### config.mk
export PLATFORM = sky130hd
export DESIGN_NAME = data_mem_access_unit
export DESIGN_NICKNAME = d
export VERILOG_FILES = /design/src/rtl/dmem_access_pkg.sv /design/src/rtl/data_mem_access_unit.sv
export SDC_FILE = /design/constraint.sdc
export NUM_CORES = 1
export LEC_CHECK = 0
export ABC_AREA = 1
export CORE_ASPECT_RATIO = 1.2
export CORE_MARGIN = 2
export CORE_UTILIZATION = 35
export DETAILED_ROUTE_END_ITERATION = 16
export PLACE_DENSITY = 0.65
export SLEW_MARGIN = 20
export SYNTH_ARGS = -nofsm -noshare
export SYNTH_HDL_FRONTEND = slang
export SYNTH_SLANG_ARGS = --single-unit
export TNS_END_PERCENT = 100
### constraint.sdc
create_clock -name clk -period 1.52 [get_ports clk]
set_clock_uncertainty 0.15 [all_clocks]
set_input_delay 0.304 -clock clk [delete_from_list [all_inputs] [get_ports clk]]
set_output_delay 0.304 -clock clk [all_outputs]
set_load 0.02 [all_outputs]
### src/rtl/dmem_access_pkg.sv
// Shared types and constants for the data-memory load/store sequencer.
package dmem_access_pkg;

  // Sequencer phases: waiting for an operation, requesting memory, completing.
  typedef enum logic [1:0] {
    DMA_IDLE = 2'd0,
    DMA_REQ  = 2'd1,
    DMA_DONE = 2'd2
  } dma_state_t;

  // REQ cycles without ack before the operation is abandoned.
  localparam int DMA_TIMEOUT_DEFAULT = 255;

endpackage

### src/rtl/data_mem_access_unit.sv
// Load/store sequencer between the register file and data memory.
// Captures DMAR/ACC on accept, runs a req/ack handshake with a memory of
// unknown latency, and returns load data as a one-cycle ACC write pulse.
// A REQ phase that waits TIMEOUT_CYC cycles without ack is abandoned and
// flagged through the sticky timeout_err output.
module data_mem_access_unit
  import dmem_access_pkg::*;
#(
  parameter int DATA_W       = 8,
  parameter int D_ADDR_WIDTH = 12,
  parameter int TIMEOUT_CYC  = DMA_TIMEOUT_DEFAULT
) (
  input  logic                    clk,
  input  logic                    reset_n,
  input  logic                    op_valid,
  input  logic                    op_is_store,
  output logic                    op_ready,
  input  logic [D_ADDR_WIDTH-1:0] dmar,
  input  logic [DATA_W-1:0]       acc_out,
  output logic [DATA_W-1:0]       load_data,
  output logic                    load_valid,
  output logic                    mem_req,
  output logic                    mem_we,
  output logic [D_ADDR_WIDTH-1:0] mem_addr,
  output logic [DATA_W-1:0]       mem_wdata,
  input  logic [DATA_W-1:0]       mem_rdata,
  input  logic                    mem_ack,
  output logic                    busy,
  output logic                    timeout_err,
  input  logic                    err_clear
);

  // A zero timeout disables the abort; keep the counter one bit wide then.
  localparam int              CNT_W      = (TIMEOUT_CYC == 0) ? 1 : $clog2(TIMEOUT_CYC + 1);
  localparam bit              TIMEOUT_EN = (TIMEOUT_CYC != 0);
  localparam logic [CNT_W-1:0] CNT_LAST  = TIMEOUT_EN ? CNT_W'(TIMEOUT_CYC - 1) : '0;
  localparam logic [CNT_W-1:0] CNT_MAX   = CNT_W'(TIMEOUT_CYC);
  localparam logic [CNT_W-1:0] CNT_ONE   = CNT_W'(1);

  dma_state_t              state;
  dma_state_t              state_next;
  logic [CNT_W-1:0]        timeout_cnt;
  logic [CNT_W-1:0]        cnt_next;
  logic                    req_next;
  logic                    we_next;
  logic [D_ADDR_WIDTH-1:0] addr_next;
  logic [DATA_W-1:0]       wdata_next;
  logic [DATA_W-1:0]       ld_next;
  logic                    lv_next;
  logic                    timeout_set;
  logic                    terr_next;
  logic                    ready_next;
  logic                    busy_next;

  // Next-state and next-output decode; every registered output is computed here.
  always_comb begin
    state_next  = state;
    cnt_next    = timeout_cnt;
    req_next    = 1'b0;
    we_next     = mem_we;
    addr_next   = mem_addr;
    wdata_next  = mem_wdata;
    ld_next     = load_data;
    lv_next     = 1'b0;
    timeout_set = 1'b0;

    case (state)
      DMA_IDLE: begin
        if (op_valid && op_ready) begin
          addr_next  = dmar;
          wdata_next = acc_out;
          we_next    = op_is_store;
          cnt_next   = '0;
          req_next   = 1'b1;
          state_next = DMA_REQ;
        end else begin
          state_next = DMA_IDLE;
        end
      end

      DMA_REQ: begin
        if (mem_ack) begin
          // Stores complete silently; loads latch data and pulse load_valid.
          if (!mem_we) begin
            ld_next = mem_rdata;
            lv_next = 1'b1;
          end else begin
            lv_next = 1'b0;
          end
          state_next = DMA_DONE;
        end else if (TIMEOUT_EN && (timeout_cnt == CNT_LAST)) begin
          // Counter saturates at the abort point rather than wrapping.
          cnt_next    = CNT_MAX;
          timeout_set = 1'b1;
          state_next  = DMA_DONE;
        end else begin
          if (TIMEOUT_EN) begin
            cnt_next = timeout_cnt + CNT_ONE;
          end else begin
            cnt_next = timeout_cnt;
          end
          req_next   = 1'b1;
          state_next = DMA_REQ;
        end
      end

      DMA_DONE: begin
        cnt_next   = '0;
        state_next = DMA_IDLE;
      end

      default: begin
        cnt_next   = '0;
        state_next = DMA_IDLE;
      end
    endcase

    // A timeout raised in the same cycle as err_clear keeps the flag set.
    if (timeout_set) begin
      terr_next = 1'b1;
    end else if (err_clear) begin
      terr_next = 1'b0;
    end else begin
      terr_next = timeout_err;
    end

    ready_next = (state_next == DMA_IDLE);
    busy_next  = (state_next != DMA_IDLE);
  end

  // State, counter and output registers; reset drops mem_req immediately.
  always_ff @(posedge clk or negedge reset_n) begin
    if (!reset_n) begin
      state       <= DMA_IDLE;
      timeout_cnt <= '0;
      op_ready    <= 1'b1;
      busy        <= 1'b0;
      mem_req     <= 1'b0;
      mem_we      <= 1'b0;
      mem_addr    <= '0;
      mem_wdata   <= '0;
      load_data   <= '0;
      load_valid  <= 1'b0;
      timeout_err <= 1'b0;
    end else begin
      state       <= state_next;
      timeout_cnt <= cnt_next;
      op_ready    <= ready_next;
      busy        <= busy_next;
      mem_req     <= req_next;
      mem_we      <= we_next;
      mem_addr    <= addr_next;
      mem_wdata   <= wdata_next;
      load_data   <= ld_next;
      load_valid  <= lv_next;
      timeout_err <= terr_next;
    end
  end

endmodule

==> results.sh, run 1 <==
export IMPL_outcome="complete, no violations"
export IMPL_critical_path_buf_inv_count=1
export IMPL_synth_seq_cells=43
export IMPL_fp_dieW_microns=70.8
export IMPL_max_vdd_ir_drop_v=0.000806
export IMPL_ctsRootBufferMaster="clkbuf_8"
export IMPL_drt_iter0_drc=85
export IMPL_syn2layout_area_growth_pct=45.8
export IMPL_relSlewSlack_pct=79.9
export IMPL_synth_cells=219
export IMPL_grt_pass1_vias=1581
export IMPL_r2r_slack_ps=140
export IMPL_multi_input_area_sq_um=626
export IMPL_clock_tree_buffer_depth=2
export IMPL_dpl_hpwl_microns=2950
export IMPL_layout_cells_most_common="nand2_1"
export IMPL_port_buffers=67
export IMPL_report_final_setup_viol=0
export IMPL_worst_pin_slew_ps=300
export IMPL_hold_class="in2async"
export IMPL_n_fill_cell=539
export IMPL_globalRoute_totalOverflow=0
export IMPL_required_ps=1070
export IMPL_cts_sinks=43
export IMPL_io_pins=68
export IMPL_pwr_density_cell_mw_per_mm2=1640
export IMPL_maxCapViolations=0
export IMPL_post_place_ws_ps=-290
export IMPL_cpMaxStageDelayCell="dfrtp_1"
export IMPL_worstSkewPairLatency_ps=290
export IMPL_cp_num_cells=1
export IMPL_cts_tree="yes"
export IMPL_regArea_sq_mm=0.00108
export IMPL_fmax_mhz=681
export IMPL_rr_worst_depth=8
export IMPL_dieHeight_microns=84.1
export IMPL_drive_gt1_share_pct=9.33
export IMPL_synth_cell_types=20
export IMPL_routedWlPerCell_microns=10.8
export IMPL_worst_path_max_fanout=2
export IMPL_synth_area_per_cell_sq_um=8.55
export IMPL_dieArea_sq_mm=0.00595
export IMPL_min_period_ps=1470
export IMPL_grt_antenna_before_repair=0
export IMPL_start_kind="register"
export IMPL_vias=1610
export IMPL_worstPathArrival_ps=1010
export IMPL_grt_pass1_wl_microns=6910
export IMPL_layout_nets=335
export IMPL_crit_type="reg2out"
export IMPL_post_cts_buffers=0
export IMPL_final_hold_violation_count=0
export IMPL_cts_htree_levels=2
export IMPL_clkTransAtPathRegs_ps=80
export IMPL_setup_slack_ps=51.6
export IMPL_num_rows=29
export IMPL_diodes=0
export IMPL_ys_seq_area_share_pct=57.6
export IMPL_rsz0062_at_grt="false"
export IMPL_mostFrequentLayoutCells="nand2_1 (80), dfrtp_1 (42), inv_1 (34), clkdlybuf4s50_1 (32), dlygate4sd2_1 (31)"
export IMPL_endpoint_kind="primary output"
export IMPL_drcViolationCount=0
export IMPL_timing_rr_end="timeout_cnt[6]$_DFFE_PN0P_"
export IMPL_first_pass_iters=4
export IMPL_path_cells="dlygate4sd2_1"
export IMPL_fin_cells=362
export IMPL_via_per_inst=4.45
export IMPL_syn_area_sq_mm=0.00187
export IMPL_cts_buffers=5
export IMPL_path_delay_family="flip-flops"
export IMPL_p_leak_nw=1.46
export IMPL_finalCritPeriodShare_pct=96.6
export IMPL_yosys_warnings=0
export IMPL_worstReg2RegStart="timeout_cnt[0]$_DFFE_PN0P_"
export IMPL_place_inst=353
export IMPL_routed_wl_microns=3910
export IMPL_ant_nets=0
export IMPL_drv_slew=0
export IMPL_grt_total_usage_pct=14.3
export IMPL_place_gp_congestion=0.842
export IMPL_grt_max_degree=29
export IMPL_core_sq_mm=0.00523
export IMPL_start_util_pct=35.8
export IMPL_synth_nets=255
export IMPL_max_stage_delay_ps=400
## final cells by class
cell class | count | area share [%]
Clock inverter | 2 | 0.459
Inverter | 35 | 5.27
Clock buffer | 6 | 2.66
Timing Repair Buffer | 78 | 26.4
Sequential cell | 43 | 39.5
Tap cell | 62 | 2.84
Multi-Input combinational cell | 136 | 22.9
## power by group
| group | leakage (nW) | internal, mW | switching [mW] |
|---|---|---|---|
| clock | 0.0412 | 0.321 | 0.378 |
| combinational | 0.868 | 0.789 | 1.17 |
| sequential | 0.548 | 1.59 | 0.236 |
## flip-flops by register name (all words and copies together), names as in the netlist
register,cells
mem_wdata,8
op_ready,1
timeout_err,1
timeout_cnt,8
busy,1
load_valid,1
load_data,8
state,2
mem_addr,12
mem_we,1
## synth_stat cells, drive strengths merged
master  instances  share of area (%)
nand2          81                 16
dfrtp          42                 56
inv            34                6.8
o21ai          23                6.1
nand3          16                5.1
nor2            8                2.1
buf             3                1.1
o21bai          3                1.2
clkbuf          2               0.47
ha              2                1.3
a21oi           1               0.27
clkinv          1               0.87
dfstp           1                1.4
o31ai           1               0.40
or2             1               0.33
## how the worst max path moves through the flow
stage / from / endpoint / slack [ps]
floorplan: state[0]$_DFF_PN0_ / mem_addr[0]$_DFFE_PN0N_ / 160
global placement: mem_ack / load_data[4]$_DFFE_PN0P_ / -260
detailed placement: mem_ack / load_data[1]$_DFFE_PN0P_ / -290
CTS: mem_we$_DFFE_PN0N_ / mem_we / 30
global route: op_ready$_DFF_PN1_ / op_ready / 20
finish: load_data[7]$_DFFE_PN0P_ / load_data[7] / 50
## per-layer routing
metal / vias to the layer above / track usage, % / wire [microns]
met1: 726 / 17.7 / 1680
met3: 4 / 4.47 / 275
met5: - / 0 / 0
met2: 50 / 24.1 / 1920
met4: 0 / 3.60 / 31
li1: 830 / - / -
## metrics by stage
step	hold slack, ps	area, sq um	utilization (%)	TNS, ps	power (mW)
5_1_grt	290	2730	52.2	0	4.84
3_3_place_gp	34.6	2670	51.1	-3010	4.09
2_1_floorplan	-142	1870	-	0	2.95
6_report	268	2730	52.2	0	4.49
4_1_cts	266	2720	52.1	0	4.55
3_5_place_dp	37.9	2670	51.1	-3650	4.13
## logic make-up (layout without fill, tap and decap cells)
kind of cell	Yosys count	count (layout)	share of synthesized area [%]
AOI/OAI and AO/OA	28	28	8.02
buffers and inverters	40	121	9.29
adders and majority gates	2	2	1.34
DFF	43	43	57.6
and+or+nand+nor	106	106	23.8
## worst register-to-register path, cell delays in order, from the launching register on
cell and delay [ps]:
dfrtp_1 390, inv_1 80, ha_1 140, inv_1 40, nor2_1 150, nand3_2 190
nand2_1 110, inv_1 40, nand2_1 40
## what timing repair did
action                                  4_1_cts  5_1_grt
hold buffers                                  1        0
resized for setup                            38        3
hold endpoints to repair                     25        0
endpoints found under the setup margin       42        3
No activity file was read; power rests on OpenSTA's default activity.
==> run 2, diff against run 1 <==
CTS_CLUSTER_DIAMETER = 80   (was default)
CTS_CLUSTER_SIZE = 28   (was default)
==> results of run 2 <==
Final layout, timing and power as in run 1 (identical DEF).
==> run 3, diff against run 2 <==
RECOVER_POWER = 100   (was default)
TNS_END_PERCENT = default   (was 100)
==> results.sh, run 3 (synthesized netlist as in run 1, its figures left out) <==
export IMPL_min_period_ps=1470
export IMPL_fp_dieW_microns=70.8
export IMPL_dpl_hpwl_microns=2950
export IMPL_fmax_mhz=681
export IMPL_io_pins=68
export IMPL_drt_iter0_drc=96
export IMPL_post_cts_buffers=0
export IMPL_clock_tree_buffer_depth=2
export IMPL_setup_slack_ps=51.6
export IMPL_port_buffers=67
export IMPL_globalRoute_totalOverflow=0
export IMPL_ant_nets=0
export IMPL_critical_path_buf_inv_count=1
export IMPL_layout_nets=335
export IMPL_grt_max_degree=29
export IMPL_vias=1615
export IMPL_via_per_inst=4.46
export IMPL_cts_buffers=5
export IMPL_routedWlPerCell_microns=10.7
export IMPL_cts_sinks=43
export IMPL_post_place_ws_ps=-290
export IMPL_largest_register="mem_addr"
export IMPL_ctsRootBufferMaster="clkbuf_8"
export IMPL_design_area_sq_mm=0.00270
export IMPL_drive_gt1_share_pct=8.33
export IMPL_diodes=0
export IMPL_dieArea_sq_mm=0.00595
export IMPL_finalCritPeriodShare_pct=96.6
export IMPL_num_rows=29
export IMPL_routed_wl_microns=3890
export IMPL_finalSetupTns_ps=0
export IMPL_maxCapViolations=0
export IMPL_worst_pin_slew_ps=598
export IMPL_whs_ps=326
export IMPL_grt_pass1_vias=1581
export IMPL_drcViolationCount=0
export IMPL_required_ps=1070
export IMPL_place_gp_congestion=0.842
export IMPL_layout_cells_most_common="nand2_1"
export IMPL_worstSkewPairLatency_ps=290
export IMPL_place_inst=353
export IMPL_crit_type="reg2out"
export IMPL_worstPathArrival_ps=1010
export IMPL_mostFrequentLayoutCells="nand2_1 (80), dfrtp_1 (42), inv_1 (34), clkdlybuf4s50_1 (31), dlygate4sd2_1 (31)"
export IMPL_max_vdd_ir_drop_v=0.000805
export IMPL_n_fill_cell=541
export IMPL_cpMaxStageDelayCell="dfrtp_1"
export IMPL_endpoint_kind="primary output"
export IMPL_grt_total_usage_pct=14.3
export IMPL_relSlewSlack_pct=60.2
export IMPL_grt_antenna_before_repair=0
export IMPL_max_stage_delay_ps=400
export IMPL_path_cells="dlygate4sd2_1"
export IMPL_clkTransAtPathRegs_ps=80
export IMPL_pwr_density_cell_mw_per_mm2=1650
export IMPL_syn2layout_area_growth_pct=44.3
export IMPL_worst_path_max_fanout=2
export IMPL_dpl_cell_area_sq_mm=0.00267
export IMPL_total_power_mw=4.44
export IMPL_p_leak_nw=1.44
export IMPL_outcome="complete, no violations"
export IMPL_first_pass_iters=4
export IMPL_largest_reg_flops=12
export IMPL_start_kind="register"
export IMPL_core_sq_mm=0.00523
export IMPL_grt_pass1_wl_microns=6910
export IMPL_fin_cells=362
export IMPL_utilization_pct=51.7
export IMPL_dieHeight_microns=84.1
export IMPL_report_final_setup_viol=0
export IMPL_hold_class="reg2reg"
export IMPL_start_util_pct=35.8
export IMPL_path_delay_family="flip-flops"
export IMPL_final_hold_violation_count=0
export IMPL_drv_slew=0
export IMPL_rsz0062_at_grt="false"
export IMPL_cts_htree_levels=2
export IMPL_cts_tree="yes"
## run 3: cell count changes in the layout (fill, tap and decap cells not counted), sizes merged
cell	change
buf	-6
clkbuf	+6
clkdlybuf4s50	-1
dlygate4sd3	+1
## run 3: worst paths after layout
kind	start	end	slack [ps]	cells after the start
setup / recovery	load_data[7]$_DFFE_PN0P_	load_data[7]	50	1
hold / removal	load_data[2]$_DFFE_PN0P_	load_data[2]$_DFFE_PN0P_	330	2
setup reg to reg	timeout_cnt[0]$_DFFE_PN0P_	timeout_cnt[6]$_DFFE_PN0P_	140	8
hold reg to reg	load_data[2]$_DFFE_PN0P_	load_data[2]$_DFFE_PN0P_	330	2
max in group asynchronous	reset_n	mem_addr[3]$_DFFE_PN0N_	180	3
min in group asynchronous	reset_n	mem_addr[0]$_DFFE_PN0N_	380	2
## run 3: cell type report
cell class              count  area (sq um)  share of cell area [%]
repair buffers             78           696                    25.8
clock inverters             2          12.5                   0.463
clock buffers               6          72.6                    2.69
well taps                  62          77.6                    2.87
flip-flops and latches     43          1080                    39.9
multi-input cells         136           621                    23.0
inverters                  35           144                    5.33
## run 3: layer usage
layer | global-route usage, % | up-vias | routed length (microns)
li1 | - | 831 | -
met1 | 17.7 | 730 | 1670
met2 | 24.1 | 50 | 1920
met3 | 4.47 | 4 | 269
met4 | 3.60 | 0 | 31
met5 | 0 | - | 0
## run 3: where the power goes
part	switching (mW)	internal [mW]	total (mW)
Combinational	1.17	0.755	1.92
Clock	0.377	0.321	0.698
Sequential	0.236	1.59	1.82
Total	1.78	2.66	4.44
## run 3: repair_timing
item	CTS	global route
hold buffers	1	0
hold endpoints to repair	25	0
setup endpoints to repair	42	3
resized for setup	38	3
